File: src/rtl/pktbuf_pkg.sv
// Shared packet-buffer types: page address and line write request.
// Used by the packet writers, the write arbiter and the buffer.
package pktbuf_pkg;

  localparam int PAGE_W     = 3;
  localparam int LINE_W     = 4;
  localparam int WORD_BYTES = 4;

  typedef struct packed {
    logic              pool;
    logic [PAGE_W-1:0] pageNum;
  } page_t;

  typedef struct packed {
    logic                      slot;
    page_t                     page;
    logic [LINE_W-1:0]         line;
    logic [WORD_BYTES-1:0][7:0] data;
  } write_req_t;

  function automatic logic [LINE_W-1:0] next_line(
    input logic [LINE_W-1:0] l
  );
    return l + LINE_W'(1);
  endfunction

endpackage

File: src/rtl/write_req_arbiter_if.sv
// Valid/ready channel carrying one line write request.
// The master drives valid and bits, the slave drives ready.
interface write_req_arbiter_if;
  import pktbuf_pkg::*;

  logic       valid;
  logic       ready;
  write_req_t bits;

  modport master (
    output valid,
    output bits,
    input  ready
  );

  modport slave (
    input  valid,
    input  bits,
    output ready
  );

endinterface

File: src/rtl/write_req_arbiter_rr_pick.sv
// Combinational round-robin pick: first valid index at or after ptr.
// Returns the winner as both a one-hot vector and an index.
module rr_pick #(
  parameter  int N  = 4,
  localparam int IW = $clog2(N)
) (
  input  logic [N-1:0]  valid_i,
  input  logic [IW-1:0] ptr_i,
  output logic          any_o,
  output logic [IW-1:0] idx_o,
  output logic [N-1:0]  oh_o
);

  logic [IW-1:0] j;

  always_comb begin
    any_o = 1'b0;
    idx_o = '0;
    oh_o  = '0;
    j     = '0;
    for (int k = 0; k < N; k++) begin
      j = IW'((int'(ptr_i) + k) % N);
      if (!any_o && valid_i[j]) begin
        any_o   = 1'b1;
        idx_o   = j;
        oh_o[j] = 1'b1;
      end
    end
  end

endmodule

File: src/rtl/write_req_arbiter.sv
// Round-robin arbiter for the packet-buffer write port with a
// registered output stage and per-writer line-sequence checking.
module write_req_arbiter
  import pktbuf_pkg::*;
#(
  parameter  int NUM_REQ = 4,
  localparam int IW      = $clog2(NUM_REQ),
  localparam int DW      = WORD_BYTES * 8
) (
  input  logic                      clock,
  input  logic                      reset,
  input  logic [NUM_REQ-1:0]        io_reqIn_valid,
  output logic [NUM_REQ-1:0]        io_reqIn_ready,
  input  logic [NUM_REQ-1:0]        io_reqIn_bits_slot,
  input  logic [NUM_REQ-1:0]        io_reqIn_bits_page_pool,
  input  logic [NUM_REQ*PAGE_W-1:0] io_reqIn_bits_page_pageNum,
  input  logic [NUM_REQ*LINE_W-1:0] io_reqIn_bits_line,
  input  logic [NUM_REQ*DW-1:0]     io_reqIn_bits_data,
  output logic                      io_writeReqOut_valid,
  input  logic                      io_writeReqOut_ready,
  output logic                      io_writeReqOut_bits_slot,
  output logic                      io_writeReqOut_bits_page_pool,
  output logic [PAGE_W-1:0]         io_writeReqOut_bits_page_pageNum,
  output logic [LINE_W-1:0]         io_writeReqOut_bits_line,
  output logic [DW-1:0]             io_writeReqOut_bits_data,
  output logic [IW-1:0]             io_grantId,
  output logic                      io_error,
  output logic [IW-1:0]             io_errorSrc
);

  write_req_t        req [NUM_REQ];
  write_req_t        sel;
  logic              any;
  logic [IW-1:0]     gnt;
  logic [NUM_REQ-1:0] gnt_oh;
  logic              load;
  logic              legal;

  logic              out_valid_q, out_valid_d;
  write_req_t        out_q, out_d;
  logic [IW-1:0]     gid_q, gid_d;
  logic [IW-1:0]     rr_ptr_q, rr_ptr_d;
  logic [NUM_REQ-1:0] seen_q, seen_d;
  logic [LINE_W-1:0] prev_line_q [NUM_REQ];
  logic [LINE_W-1:0] prev_line_d [NUM_REQ];
  page_t             prev_page_q [NUM_REQ];
  page_t             prev_page_d [NUM_REQ];
  logic              err_q, err_d;
  logic [IW-1:0]     err_src_q, err_src_d;

  always_comb begin
    for (int i = 0; i < NUM_REQ; i++) begin
      req[i].slot         = io_reqIn_bits_slot[i];
      req[i].page.pool    = io_reqIn_bits_page_pool[i];
      req[i].page.pageNum = io_reqIn_bits_page_pageNum[i*PAGE_W +: PAGE_W];
      req[i].line         = io_reqIn_bits_line[i*LINE_W +: LINE_W];
      req[i].data         = io_reqIn_bits_data[i*DW +: DW];
    end
  end

  rr_pick #(.N(NUM_REQ)) u_pick (
    .valid_i (io_reqIn_valid),
    .ptr_i   (rr_ptr_q),
    .any_o   (any),
    .idx_o   (gnt),
    .oh_o    (gnt_oh)
  );

  assign load = !out_valid_q || io_writeReqOut_ready;
  assign sel  = req[gnt];

  // Ready is held low while reset is asserted.
  assign io_reqIn_ready = reset ? (gnt_oh & {NUM_REQ{load}}) : '0;

  assign legal = (sel.line == '0) ||
                 (seen_q[gnt] &&
                  sel.page == prev_page_q[gnt] &&
                  sel.line == next_line(prev_line_q[gnt]));

  always_comb begin
    out_valid_d = out_valid_q;
    out_d       = out_q;
    gid_d       = gid_q;
    rr_ptr_d    = rr_ptr_q;
    seen_d      = seen_q;
    prev_line_d = prev_line_q;
    prev_page_d = prev_page_q;
    err_d       = err_q;
    err_src_d   = err_src_q;
    if (load) begin
      out_valid_d = any;
      if (any) begin
        out_d    = sel;
        gid_d    = gnt;
        rr_ptr_d = (gnt == IW'(NUM_REQ - 1)) ? '0 : gnt + IW'(1);
        seen_d[gnt]      = 1'b1;
        prev_line_d[gnt] = sel.line;
        prev_page_d[gnt] = sel.page;
        // Only the first failure is recorded.
        if (!legal && !err_q) begin
          err_d     = 1'b1;
          err_src_d = gnt;
        end
      end
    end
  end

  always_ff @(posedge clock or negedge reset) begin
    if (!reset) begin
      out_valid_q <= 1'b0;
      out_q       <= '0;
      gid_q       <= '0;
      rr_ptr_q    <= '0;
      seen_q      <= '0;
      err_q       <= 1'b0;
      err_src_q   <= '0;
      for (int i = 0; i < NUM_REQ; i++) begin
        prev_line_q[i] <= '0;
        prev_page_q[i] <= '0;
      end
    end else begin
      out_valid_q <= out_valid_d;
      out_q       <= out_d;
      gid_q       <= gid_d;
      rr_ptr_q    <= rr_ptr_d;
      seen_q      <= seen_d;
      err_q       <= err_d;
      err_src_q   <= err_src_d;
      prev_line_q <= prev_line_d;
      prev_page_q <= prev_page_d;
    end
  end

  write_req_arbiter_if out_if ();

  assign out_if.valid = out_valid_q;
  assign out_if.bits  = out_q;
  assign out_if.ready = io_writeReqOut_ready;

  assign io_writeReqOut_valid             = out_if.valid;
  assign io_writeReqOut_bits_slot         = out_if.bits.slot;
  assign io_writeReqOut_bits_page_pool    = out_if.bits.page.pool;
  assign io_writeReqOut_bits_page_pageNum = out_if.bits.page.pageNum;
  assign io_writeReqOut_bits_line         = out_if.bits.line;
  assign io_writeReqOut_bits_data         = out_if.bits.data;
  assign io_grantId                       = gid_q;
  assign io_error                         = err_q;
  assign io_errorSrc                      = err_src_q;

endmodule

File: config.mk
export PLATFORM = sky130hd
export DESIGN_NAME = write_req_arbiter
export DESIGN_NICKNAME = d
export VERILOG_FILES = /design/src/rtl/pktbuf_pkg.sv /design/src/rtl/write_req_arbiter_if.sv /design/src/rtl/write_req_arbiter_rr_pick.sv /design/src/rtl/write_req_arbiter.sv
export SDC_FILE = /design/constraint.sdc
export NUM_CORES = 1
export LEC_CHECK = 0
export CORE_ASPECT_RATIO = 0.8
export CORE_MARGIN = 3
export CORE_UTILIZATION = 43
export DETAILED_ROUTE_END_ITERATION = 8
export GPL_TIMING_DRIVEN = 1
export PLACE_DENSITY_LB_ADDON = 0.08
export SYNTH_ARGS = -nofsm -noshare
export SYNTH_HDL_FRONTEND = slang
export SYNTH_SLANG_ARGS = --single-unit
File: constraint.sdc
create_clock -name clock -period 5.15 [get_ports clock]
set_clock_uncertainty 0.05 [all_clocks]
set_input_delay 0.7725 -clock clock [delete_from_list [all_inputs] [get_ports clock]]
set_output_delay 0.7725 -clock clock [all_outputs]
set_load 0.02 [all_outputs]
==> flow_summary.toml <==
[sta]
setup_tns_ns = 0
slew_violations = 0
fmax_ghz = 0.218
hold_viol = 0
setup_viol = 0
hold_slack_ns = 0.320
rsz0062_at_grt = "no"
worst_pin_slew_ns = 0.790
period_share = 0.892
timing.max_slew.rel_slack = 0.471
fin_crit_ns = 4.60

[placed_design]
dpl_cell_area_um2 = 7600
hpwl_mm = 12.7
place_congestion = 0.914
port_buffers = 221

[clock_network]
clock_latency_ns = 0.33
cts_resized = 0
cts.sinks = 85
h-tree-depth = 3
cts_root_buffer = "clkbuf_16"
cts_tree = "yes"
post_cts_buffers = 0
clk_pin_slew_worst_paths_ns = 0.07
cts-buffers-inserted = 9
cts_buffer_depth = 2
postCtsHoldBufs = 0

[logic_synthesis]
synth-edff-count = 0
synth_top_area_share = 0.404
syn_inst = 621
ys_warn_count = 0
ys_seq_area_frac = 0.404
syn_nets = 805
avgSynthCellArea_um2 = 8.47
synth_cell_type_count = 42
synth-seq-cells = 85
ys_top_cells_by_area = "dfrtp_1 40%, nand2_1 14%, a311oi_1 5.7%, a21o_1 4.7%, o21ai_0 4.4%"
async_reset_ff_frac = 1.00
yosys.area.top_type = "dfrtp_1"
synthFlopType = "dfrtp_1"
synth_area_um2 = 5260

[grt]
overflow = 0
grt_max_degree = 74
grt_pass1_vias = 5236
grt_usage = 0.243
grt_antenna_before_repair = 0
grt_pass1_wl_mm = 26.5

[worst_setup_path]
reg2reg_depth = 13
worstSetupEndpointType = "output port"
regToRegEndpoint = "io_errorSrc[1]$_DFFE_PN0P_"
required_ns = 4.33
reg2reg_slack_ns = 0.62
crit_fanout = 14
arrival_ns = 3.77
r2r_start = "rr_ptr_q[0]$_DFFE_PN0P_"
critPathKind = "reg2out"
startpoint_type = "flop"

[finish]
diodes = 0
drive_above_1_share = 0.0676
fillers = 961
layout-area-overhead-vs-synth_pct = 50.0
num-nets-final = 1008
final_cell_area_um2 = 7890

[worst_hold_path]
hold_path.class = "in2async"

[die]
die_h_um = 105
start_util = 0.448
core_um2 = 11700
die_x_um = 130
io_pins = 222
num_rows = 35
die_area_um2 = 13600

[pwr]
ir_drop_v = 0.000366
p_per_area_nw_per_um2 = 664
cellLeakagePower_nw = 3.54

[route]
routed_wl_mm = 16.8
drt_iter0_drc = 475
num_vias = 5296
antenna_left = 0
wl_per_cell_um = 17.1
viasPerCell = 5.42
first_pass_iters = 7
drc = 0

[outcome]
status = "complete, no violations"

[job]
cap_violations = 0
how the worst max path moves through the flow:
stage	from	to	slack, ns	cells past startpoint
after floorplan	rr_ptr_q[0]$_DFFE_PN0P_	io_errorSrc[0]$_DFFE_PN0P_	1.23	15
after global placement	io_reqIn_valid[0]	io_errorSrc[1]$_DFFE_PN0P_	0.53	12
after detailed placement	io_reqIn_valid[0]	io_errorSrc[1]$_DFFE_PN0P_	0.38	12
after CTS	rr_ptr_q[0]$_DFFE_PN0P_	io_reqIn_ready[2]	0.58	7
after global routing	rr_ptr_q[0]$_DFFE_PN0P_	io_errorSrc[1]$_DFFE_PN0P_	0.34	13
final	rr_ptr_q[0]$_DFFE_PN0P_	io_reqIn_ready[1]	0.55	7
worst max-delay path, stage by stage, from the launching register on:
cell,delay [ns]
dfrtp_1,0.69
inv_1,0.22
ha_1,0.43
mux4_2,0.41
nor4b_1,0.69
a221oi_1,0.23
nor2_1,0.15
clkdlybuf4s50_1,0.63
cell families (layout without fill, tap and decap cells):
logic type,after synthesis,after routing,share of synthesized area
compound gates,126,126,0.171
xor+xnor,24,24,0.0400
fa+ha+maj,13,13,0.0309
buf+inv,50,258,0.0404
flops,85,85,0.404
mux,31,31,0.0692
simple gates,292,292,0.244
where the power goes:
part	leakage (nW)	total, W	switching, W	internal (W)
clock network	0.139	0.000611	0.000268	0.000343
logic	2.39	0.00341	0.00195	0.00146
registers	1.02	0.00122	0.000216	0.00100
registers in the layout, indices dropped and copies added (netlist names), 2 cells and up:
| signal | cells |
|---|---|
| io_errorSrc | 2 |
| io_grantId | 2 |
| io_writeReqOut_bits_data | 32 |
| io_writeReqOut_bits_line | 4 |
| io_writeReqOut_bits_page_pageNum | 3 |
| prev_line_q | 16 |
| prev_page_q | 16 |
| rr_ptr_q | 2 |
| seen_q | 4 |
area by class of cell:
| cell class | count | area [um^2] | share of cell area |
|---|---|---|---|
| Sequential cell | 85 | 2130 | 0.270 |
| Inverter | 6 | 22.5 | 0.00285 |
| Timing Repair Buffer | 236 | 2330 | 0.296 |
| Tap cell | 148 | 185 | 0.0235 |
| Clock inverter | 6 | 47.5 | 0.00603 |
| Clock buffer | 10 | 239 | 0.0303 |
| Multi-Input combinational cell | 486 | 2930 | 0.372 |
Yosys cell counts (2+ instances only):
library cell and number:
a311oi_1 34, dfrtp_1 85, a21o_1 33, nor4_1 4, buf_2 2, xor2_1 14
nor2_1 29, a221oi_1 4, nand2_1 199, nand2b_1 5, mux2_2 10, ha_1 13
clkbuf_1 39, xnor2_1 10, nand3_1 6, and3_1 34, a22oi_1 4, o21ai_0 46
or2_2 2, mux4_2 2, mux2i_1 18, inv_1 5, nand4_1 4
layer usage:
layer	up-vias	global-route usage	part of all wire	wire length, um
met5	-	0	0	0
met4	0	0.0675	0.020	335
met3	29	0.0634	0.077	1290
li1	2558	-	-	-
met1	2501	0.322	0.43	7140
met2	208	0.393	0.48	7990
placed cells by master (no fill, tap or decap), drive strengths merged, types with 5 or more instances in the layout:
master | synthesis | layout
nor2 | 29 | 29
xor2 | 14 | 14
a21o | 33 | 33
clkinv | 1 | 5
ha | 13 | 13
dfrtp | 85 | 85
clkdlybuf4s50 | 0 | 220
a311oi | 34 | 34
nand3 | 6 | 6
clkbuf | 39 | 10
and3 | 35 | 35
nand2 | 199 | 199
o21ai | 46 | 46
nand2b | 5 | 5
buf | 5 | 16
xnor2 | 10 | 10
mux2i | 18 | 18
inv | 5 | 6
mux2 | 10 | 10
stage by stage:
step	utilization	setup slack (ns)	power (W)	instances
global route	0.672	0.340	0.00568	977
detailed placement	0.648	0.383	0.00463	961
floorplan	-	1.23	0.00345	621
CTS	0.672	0.584	0.00527	977
finish	0.672	0.554	0.00524	977
global placement	0.648	0.529	0.00454	961
No activity file was read; power rests on OpenSTA's default activity.
